[config.mk]
export PLATFORM = sky130hd
export DESIGN_NAME = analog_io_master
export DESIGN_NICKNAME = d
export VERILOG_FILES = /design/src/rtl/analog_io_master.sv
export SDC_FILE = /design/constraint.sdc
export NUM_CORES = 1
export LEC_CHECK = 0
export CAP_MARGIN = 20
export CORE_UTILIZATION = 56
export CTS_CLUSTER_DIAMETER = 60
export DETAILED_ROUTE_END_ITERATION = 8
export GPL_TIMING_DRIVEN = 0
export PLACE_DENSITY = 0.85
export SETUP_SLACK_MARGIN = 0.2
export SLEW_MARGIN = 10
export SYNTH_ARGS = -nofsm -noshare
export SYNTH_HDL_FRONTEND = slang
export SYNTH_SLANG_ARGS = --single-unit
[constraint.sdc]
create_clock -name clk -period 5.4 [get_ports clk]
set_input_delay 0.54 -clock clk [delete_from_list [all_inputs] [get_ports clk]]
set_output_delay 0.54 -clock clk [all_outputs]
set_load 0.02 [all_outputs]
[src/rtl/analog_io_master.sv]
// analog_io_master
// Sequences one port access per host request: optional bus turnaround,
// settle interval, then either a write or an averaged read, closed by a
// one-cycle ack.
//
// Handshake: the host raises req (with wr/wdata) while busy is 0; the
// request is taken on that clock edge. Requests seen while busy is 1 are
// dropped. Each accepted request produces exactly one ack pulse, unless
// reset intervenes.
//
// Ports:
//   clk, rst_n      clock (rising edge), asynchronous active-low reset
//   req, wr, wdata  host request, access type (1 = write), write data
//   ack             one-cycle end-of-access pulse
//   rdata           averaged read result, held until the next read's ack
//   busy            high whenever the sequencer is not idle
//   en, direction   port enable and direction (1 = drive out)
//   data_in         data presented to the port
//   data_out        value read back from the port
//   state_dbg       current FSM state (IDLE=0 TURN=1 SETTLE=2 SAMPLE=3 DONE=4)
module analog_io_master #(
    parameter int BITS       = 16,
    parameter int SETTLE_CYC = 4,
    parameter int TURN_CYC   = 2,
    parameter int AVG_LOG2   = 2
) (
    input  logic            clk,
    input  logic            rst_n,
    input  logic            req,
    input  logic            wr,
    input  logic [BITS-1:0] wdata,
    output logic            ack,
    output logic [BITS-1:0] rdata,
    output logic            busy,
    output logic            en,
    output logic            direction,
    output logic [BITS-1:0] data_in,
    input  logic [BITS-1:0] data_out,
    output logic [2:0]      state_dbg
);

    localparam int N     = 1 << AVG_LOG2;
    localparam int ACC_W = BITS + AVG_LOG2;

    typedef enum logic [2:0] {
        S_IDLE   = 3'd0,
        S_TURN   = 3'd1,
        S_SETTLE = 3'd2,
        S_SAMPLE = 3'd3,
        S_DONE   = 3'd4
    } state_t;

    state_t             state, next_state;
    logic [15:0]        cnt;
    logic               wr_q;
    logic               dir_q;
    logic [ACC_W-1:0]   acc;
    logic [ACC_W-1:0]   acc_sum;
    logic               en_d, ack_d, busy_d;
    logic               accept;

    assign accept    = (state == S_IDLE) && req;
    assign acc_sum   = acc + ACC_W'(data_out);
    assign state_dbg = state;
    assign direction = dir_q;

    // State register plus the registered outputs and datapath.
    always_ff @(posedge clk or negedge rst_n) begin
        if (!rst_n) begin
            state   <= S_IDLE;
            cnt     <= '0;
            wr_q    <= 1'b0;
            dir_q   <= 1'b0;
            acc     <= '0;
            rdata   <= '0;
            data_in <= '0;
            en      <= 1'b0;
            ack     <= 1'b0;
            busy    <= 1'b0;
        end else begin
            state <= next_state;
            en    <= en_d;
            ack   <= ack_d;
            busy  <= busy_d;

            // Per-state cycle counter restarts on every state change.
            if (next_state != state) cnt <= '0;
            else                     cnt <= cnt + 16'd1;

            if (accept) begin
                wr_q <= wr;
                // Direction flips only when entering TURN.
                if (wr != dir_q) dir_q <= wr;
                if (wr)          data_in <= wdata;
            end

            if (state == S_SETTLE && next_state == S_SAMPLE) acc <= '0;
            else if (state == S_SAMPLE)                      acc <= acc_sum;

            // Include the final sample so rdata lands with ack.
            if (state == S_SAMPLE && next_state == S_DONE)
                rdata <= BITS'(acc_sum >> AVG_LOG2);
        end
    end

    // Next-state logic.
    always_comb begin
        next_state = state;
        case (state)
            S_IDLE: begin
                if (req) next_state = (wr != dir_q) ? S_TURN : S_SETTLE;
            end
            S_TURN: begin
                if (cnt == 16'(TURN_CYC - 1)) next_state = S_SETTLE;
            end
            S_SETTLE: begin
                if (cnt == 16'(SETTLE_CYC - 1)) next_state = wr_q ? S_DONE : S_SAMPLE;
            end
            S_SAMPLE: begin
                if (cnt == 16'(N - 1)) next_state = S_DONE;
            end
            S_DONE:  next_state = S_IDLE;
            default: next_state = S_IDLE;
        endcase
    end

    // Output decode from the next state so every output is registered.
    always_comb begin
        en_d   = (next_state == S_SETTLE) || (next_state == S_SAMPLE);
        ack_d  = (next_state == S_DONE);
        busy_d = (next_state != S_IDLE);
    end

endmodule

==> results of run 1 <==
## metrics by stage
| stage | cells | power, mW | setup slack [ps] | hold WS, ps | utilization [%] |
|---|---|---|---|---|---|
| 3_3_place_gp | 497 | 2.42 | 1320 | 467 | 72.3 |
| 5_1_grt | 514 | 3.14 | 2570 | 82.0 | 76.1 |
| 6_report | 514 | 2.96 | 2650 | 64.5 | 76.1 |
| 2_1_floorplan | 346 | 1.95 | 2940 | 244 | - |
| 4_1_cts | 514 | 2.96 | 2680 | 66.3 | 76.1 |
| 3_5_place_dp | 498 | 2.47 | 2330 | 444 | 72.7 |
## worst paths after layout
| kind | slack, ps | cells after the start | to |
|---|---|---|---|
| worst min-delay path | 60 | 1 | acc[4]$_DFFE_PN0P_ |
| worst max-delay path | 2650 | 9 | rdata[12]$_DFFE_PN0P_ |
| min in group clk | 480 | 1 | acc[16]$_DFFE_PN0P_ |
| worst min register to register | 480 | 1 | acc[16]$_DFFE_PN0P_ |
| max in group asynchronous | 4770 | 2 | rdata[12]$_DFFE_PN0P_ |
| worst max register to register | 2870 | 8 | rdata[12]$_DFFE_PN0P_ |
## critical path, stage by stage
cell                              delay (ps)
sky130_fd_sc_hd__clkdlybuf4s50_1         410
sky130_fd_sc_hd__ha_1                    240
sky130_fd_sc_hd__fa_1                    410
sky130_fd_sc_hd__a21o_2                  260
sky130_fd_sc_hd__a221oi_4                390
sky130_fd_sc_hd__a211o_1                 180
sky130_fd_sc_hd__and3_1                  170
sky130_fd_sc_hd__xnor2_1                 100
sky130_fd_sc_hd__mux2_2                  280
## area by class of cell
class	count	area [sq um]	area share, %
inverter	9	33.8	0.680
multi-input combinational	250	1910	38.4
buffer	13	91.3	1.84
sequential	74	1850	37.3
clock inverter	5	77.6	1.56
clock buffer	11	141	2.85
timing repair buffer	75	766	15.4
tap	77	96.3	1.94
## power by group through the flow
stage | Sequential (mW) | Combinational, mW | Clock, mW
2_1_floorplan | 1.06 | 0.892 | 0
3_3_place_gp | 0.902 | 1.52 | 0
3_5_place_dp | 0.916 | 1.56 | 0
4_1_cts | 0.909 | 1.57 | 0.479
5_1_grt | 0.930 | 1.71 | 0.502
6_report | 0.908 | 1.57 | 0.477
## state kept, by name (all words and copies together) (netlist names), 3 cells and up
signal and cells:
acc 18, cnt 16, data_in 16, rdata 16, state_dbg 3
## layout by cell type (no fill, tap or decap), types with 4 or more instances in the layout
cell,n
sky130_fd_sc_hd__and3_1,11
sky130_fd_sc_hd__mux2_2,25
sky130_fd_sc_hd__clkdlybuf4s50_1,73
sky130_fd_sc_hd__nor2b_1,4
sky130_fd_sc_hd__a21oi_1,15
sky130_fd_sc_hd__a21o_2,4
sky130_fd_sc_hd__ha_1,18
sky130_fd_sc_hd__nand3_1,10
sky130_fd_sc_hd__a21o_1,4
sky130_fd_sc_hd__xnor2_1,19
sky130_fd_sc_hd__a31oi_1,5
sky130_fd_sc_hd__nand2_1,18
sky130_fd_sc_hd__dfrtp_1,74
sky130_fd_sc_hd__clkbuf_1,4
sky130_fd_sc_hd__clkbuf_8,10
sky130_fd_sc_hd__nor2_1,34
sky130_fd_sc_hd__xor2_1,10
sky130_fd_sc_hd__buf_4,4
sky130_fd_sc_hd__a22o_1,14
sky130_fd_sc_hd__inv_1,7
## per-layer routing
layer	global-route usage [%]	up-vias	wire length, um
li1	-	1439	-
met1	30.1	1472	3540
met5	0	-	0
met4	10.3	0	125
met3	4.47	12	389
met2	41.9	84	4190
## kinds of logic after synthesis
family,count (synthesis)
compound gates,73
xor+xnor,29
fa+ha+maj,19
buf+inv,22
flops,74
mux,29
simple gates,100
==> flow_summary.ini, run 1 <==
[clock_network]
post-cts-setup-buffer-count = 0
cts_resized = 0
clk_root_buffer_cell = sky130_fd_sc_hd__clkbuf_8
clk_pin_slew_worst_paths_ps = 80
worstSkewPairLatency_ps = 350
cts_inserted_buffers = 9
post_cts_hold_buffers = 0
clock_sinks = 74
cts-htree-levels = 3
clock_path_buffers = 2
tritoncts = yes

[die]
std_cell_rows = 29
die_ar_sq_mm = 0.00728
io_pins = 75
design.core.area_sq_mm = 0.00653
initial_core_util_pct = 59.5
floorplan.die.width_um = 85.3
chipHeight_um = 85.3

[synthesis]
dominant_combinational_cell_family_by_area_after_synthesis = compound AO/OA/AOI/OAI gates
yosys.area_share.adder_pct = 6.31
synth_compound_area_share_pct = 14.8
synth.area.mux_share_pct = 8.50
syn_area_per_cell_sq_um = 11.2
ys.warnings.count = 0
synth_most_common_cell = sky130_fd_sc_hd__dfrtp_1
synth_commonest_cells = 74 x sky130_fd_sc_hd__dfrtp_1, 34 x sky130_fd_sc_hd__nor2_1, 25 x sky130_fd_sc_hd__mux2_2
yosys.area_share.xor_xnor_pct = 6.54
synth.top_cell.area_share_pct = 47.6
synthDistinctLibCells = 59
ys_ff_latch = 74
ys_async_sr_fraction_pct = 100
yosys.area_share.simple_pct = 12.9
synth_area_leaders = sky130_fd_sc_hd__dfrtp_1 48%, sky130_fd_sc_hd__mux2_2 7.2%, sky130_fd_sc_hd__ha_1 5.8%, sky130_fd_sc_hd__xnor2_1 4.3%, sky130_fd_sc_hd__nor2_1 3.3%
predominant_post_synthesis_flop_cell = sky130_fd_sc_hd__dfrtp_1
yosysSeqAreaShare_pct = 47.6
synth_area_leader_cell = sky130_fd_sc_hd__dfrtp_1
synth.cell_area_sq_mm = 0.00389
syn-instance-count = 346
synth_edf_count = 0
synthesis.nets = 401

[timing]
setup_violations = 0
timing.fmax_mhz = 364
min_tclk_post_route_ps = 2750
final_max_slew_viol_count = 0
maxSlewHeadroom_pct = 60.3
layout_worst_path_cycle_share_pct = 50.9
fin_skew_ps = 10.0
finalSetupTns_ps = 0
rsz0062_at_grt = no
timing_worst_slew_pin_value_ps = 590
finalHoldViolations = 0

[cells_and_area]
finish.net_count = 487
postLayoutCellArea_sq_mm = 0.00497
layout-drive-gt1-share_pct = 14.9
layout.filler_cells = 449
antenna_cells_inserted = 0
area_delta_synth_final_pct = 27.8

[worst_setup_path]
critical_path_required_ps = 5630
worst_setup_path_start_kind = primary input
worst_r2r_startpoint = acc[0]$_DFFE_PN0P_
worstSetupPathType = in2reg
crit_fanout = 6
arrival_ps = 2980
cp-end-kind = flip-flop
critPathLaunch = data_out[0]

[pwr]
clock_power_share_pct = 16.1
switching_share_pct = 39.1
irDropWorstVdd_mv = 0.299
switching_power_mw = 1.15
power_density_mw_per_mm2 = 595
intPower_mw = 1.80
leakage_nw = 2.25
comb_power_share_pct = 53.1
power.share.sequential_pct = 30.7

[routing]
postRouteAntennaNets = 0
detailed_route_drc_error_count = 0
detailedRoute.firstPassIterationCount = 4
drt_iter0_markers = 219
detail_route.wirelength_mm = 8.25
detail_route.vias_per_cell = 5.85
dr_total_vias = 3007
drt-wirelength-per-cell_um = 16.0

[outcome]
outcome = finished clean

[job]
maxCapViolCount = 0

[placed_design]
gpl.final_weighted_congestion = 0.837
place_hpwl_mm = 5.83
portBuffers = 74
detailed_place.area_sq_mm = 0.00475

[global_route]
gr-total-overflow = 0
groute.usage.overall_pct = 24.3
number_of_antenna_violations_at_the_first_check_in_global_routing = 0
grt_first_pass_wirelength_mm = 13.8
grt_start_max_net_pins = 55
grt_pass1_vias = 3009

[hold_path]
timing.hold.worst.class = in2async
Note: power is estimated with default switching activity, not from simulation.
==> run 2, diff against run 1 <==
--- a/config.mk
+++ b/config.mk
@@ -6,11 +6,11 @@
 export NUM_CORES = 1
 export LEC_CHECK = 0
 export CAP_MARGIN = 20
-export CORE_UTILIZATION = 56
+export CORE_UTILIZATION = 47
 export CTS_CLUSTER_DIAMETER = 60
 export DETAILED_ROUTE_END_ITERATION = 8
 export GPL_TIMING_DRIVEN = 0
-export PLACE_DENSITY = 0.85
+export PLACE_DENSITY = 0.76
 export SETUP_SLACK_MARGIN = 0.2
 export SLEW_MARGIN = 10
 export SYNTH_ARGS = -nofsm -noshare
==> constraint.sdc (replaced) <==
create_clock -name clk -period 2.3 [get_ports clk]
set_input_delay 0.23 -clock clk [delete_from_list [all_inputs] [get_ports clk]]
set_output_delay 0.23 -clock clk [all_outputs]
set_load 0.02 [all_outputs]
==> run 2 against run 1 <==
  * Hold slack better by 270 ps
  * Final area up 9.5%
  * Global-route usage down 3.2 points
  * First-iteration DRC count down 48%
  * The flow now finishes with violations (negative setup slack)
  * Clock power up 88%
  * Via count up 2.1%
  * Critical endpoint is now rdata[14]$_DFFE_PN0P_
  * Worst setup slack worse by 2700 ps
  * Register-to-register slack worse by 2900 ps
  * Die area up 19%
  * Sequential power up 140%
  * Critical path type is now reg2reg
  * Combinational power rose to 2.9 times the previous value
  * Power rose to 2.5 times the previous value
==> flow_summary.ini, run 2 (same netlist as run 1, synthesis figures left out) <==
[worst_setup_path]
worstSetupPathType = reg2reg
arrival_ps = 2560
worst_setup_path_start_kind = flip-flop
critical_path_required_ps = 2530
cp-end-kind = flip-flop
crit_fanout = 6
cpMaxStageDelayCell = sky130_fd_sc_hd__dfrtp_1
max_stage_delay_ps = 410
crit_chain = ha_4 -> fa_2 -> a21o_4 -> a221oi_4 -> a2111o_1 -> nand2_2 -> xnor2_1 -> mux2_2

[pwr]
switching_power_mw = 2.98
power.total_mw = 7.53
leakage_nw = 2.40
power_density_mw_per_mm2 = 1380
clock_power_share_pct = 11.9
power.share.sequential_pct = 28.6
comb_power_share_pct = 59.5
irDropWorstVdd_mv = 0.840
switching_share_pct = 39.6
intPower_mw = 4.55

[die]
die_ar_sq_mm = 0.00864
initial_core_util_pct = 49.5
floorplan.die.width_um = 92.9
std_cell_rows = 32
io_pins = 75
chipHeight_um = 92.9
design.core.area_sq_mm = 0.00785

[clock_network]
worstSkewPairLatency_ps = 350
cts_inserted_buffers = 9
clock_sinks = 74
tritoncts = yes
clock_path_buffers = 2
clk_root_buffer_cell = sky130_fd_sc_hd__clkbuf_8
cts-htree-levels = 3
clk_pin_slew_worst_paths_ps = 80

[routing]
detail_route.wirelength_mm = 8.72
detailed_route_drc_error_count = 0
drt_iter0_markers = 114
detailedRoute.firstPassIterationCount = 6
detail_route.vias_per_cell = 5.46
postRouteAntennaNets = 0
dr_total_vias = 3070
drt-wirelength-per-cell_um = 15.5

[timing]
rsz0062_at_grt = yes
timing_worst_slew_pin_value_ps = 374
min_tclk_post_route_ps = 2320
finalSetupTns_ps = -25.7
maxSlewHeadroom_pct = 75.1
layout_worst_path_cycle_share_pct = 101
setup_violations = 2
timing.fmax_mhz = 430
final_max_slew_viol_count = 0
setup_slack_ps = -23.5
fin_skew_ps = 12.6
finalHoldViolations = 0

[placed_design]
detailedPlace.worstSlack_ps = -380
place_hpwl_mm = 5.84
post-place-cells = 523
portBuffers = 74
gpl.final_weighted_congestion = 0.829

[cells_and_area]
post_layout_nonfiller_instances = 562
layout-drive-gt1-share_pct = 26.3
multi_input_comb_area_sq_mm = 0.00217
area_delta_synth_final_pct = 40.0
registers.top_by_ff_count = acc
largest_reg_flops = 18
layout.filler_cells = 590
final_cell_mix = 73 x sky130_fd_sc_hd__dfrtp_1, 72 x sky130_fd_sc_hd__clkdlybuf4s50_1, 33 x sky130_fd_sc_hd__nor2_1
layout_commonest_cell = sky130_fd_sc_hd__dfrtp_1
finish.net_count = 510
antenna_cells_inserted = 0
final-seq-area_sq_mm = 0.00185

[global_route]
groute.usage.overall_pct = 21.1
global_route_met2_utilization_pct = 35.5
top_usage_layer = met2
grt_start_max_net_pins = 50
grt_first_pass_wirelength_mm = 14.4
grt_use_met1_pct = 26.9
grt_pass1_vias = 3176
number_of_antenna_violations_at_the_first_check_in_global_routing = 0
met3_usage_pct = 3.53
gr-total-overflow = 0

[job]
maxCapViolCount = 0

[outcome]
violated_checks = negative setup slack
outcome = finished with violations

[hold_path]
timing.hold.worst.class = in2async
-- run 2: cell count changes in the layout (fill, tap and decap cells not counted), sizes merged --
cell           delta
buf              +21
bufinv            -2
clkdlybuf4s50     -1
clkinvlp          +3
dlygate4sd2       +1
dlygate4sd3       +1
-- run 2: power by group through the flow --
stage	Clock [mW]	Combinational (mW)	Sequential, mW
floorplan	0	2.10	2.49
global placement	0	3.59	2.12
detailed placement	0	3.67	2.14
CTS	0.912	4.12	2.14
global route	0.964	4.85	2.22
finish	0.895	4.48	2.15
-- run 2: stage by stage --
stage | utilization, % | hold slack (ps) | instance area (sq um)
finish | 69.3 | 330 | 5440
global route | 69.3 | 371 | 5440
CTS | 66.7 | 336 | 5240
detailed placement | 61.0 | 171 | 4780
global placement | 60.7 | 467 | 4760
floorplan | - | -65.6 | 3890
-- run 2: worst max-delay path, delay by kind of cell (launching register included) --
kind            cells  cell delay (ps)
flops               1              410
simple gates        1               70
mux                 1              260
xor+xnor            1              130
compound gates      3              820
fa+ha+maj           2              520
-- run 2: path summary, 6_finish.rpt --
check,start,end,slack [ps],depth (start not counted)
min reg2reg,rdata[1]$_DFFE_PN0P_,rdata[1]$_DFFE_PN0P_,500,1
min in group clk,wdata[9],data_in[9]$_DFFE_PN0P_,490,2
max,acc[0]$_DFFE_PN0P_,rdata[14]$_DFFE_PN0P_,-20,8
max reg2reg,acc[0]$_DFFE_PN0P_,rdata[14]$_DFFE_PN0P_,-20,8
max in group asynchronous,rst_n,cnt[2]$_DFF_PN0_,1410,3
min,rst_n,acc[16]$_DFFE_PN0P_,330,2
-- run 2: cell type report --
type	count	share of cell area [%]
multi-input cells	250	39.9
flip-flops and latches	74	34.1
repair buffers	98	17.8
clock buffers	10	2.35
well taps	102	2.35
plain buffers	13	2.12
clock inverters	6	0.805
inverters	9	0.621
-- run 2: layer usage --
metal	vias up	routed length, um
met1	1505	3840
met3	9	383
met2	75	4370
met4	0	120
met5	-	0
li1	1481	-
-- run 2: timing repair --
| item | 4_1_cts | 5_1_grt |
|---|---|---|
| resized for setup | 36 | 20 |
| buffers inserted | 9 | 12 |
| hold buffers | 1 | 0 |
| pin swaps | 18 | 22 |
| hold endpoints to repair | 25 | 0 |
| gates cloned | 0 | 1 |
| endpoints found under the setup margin | 42 | 48 |
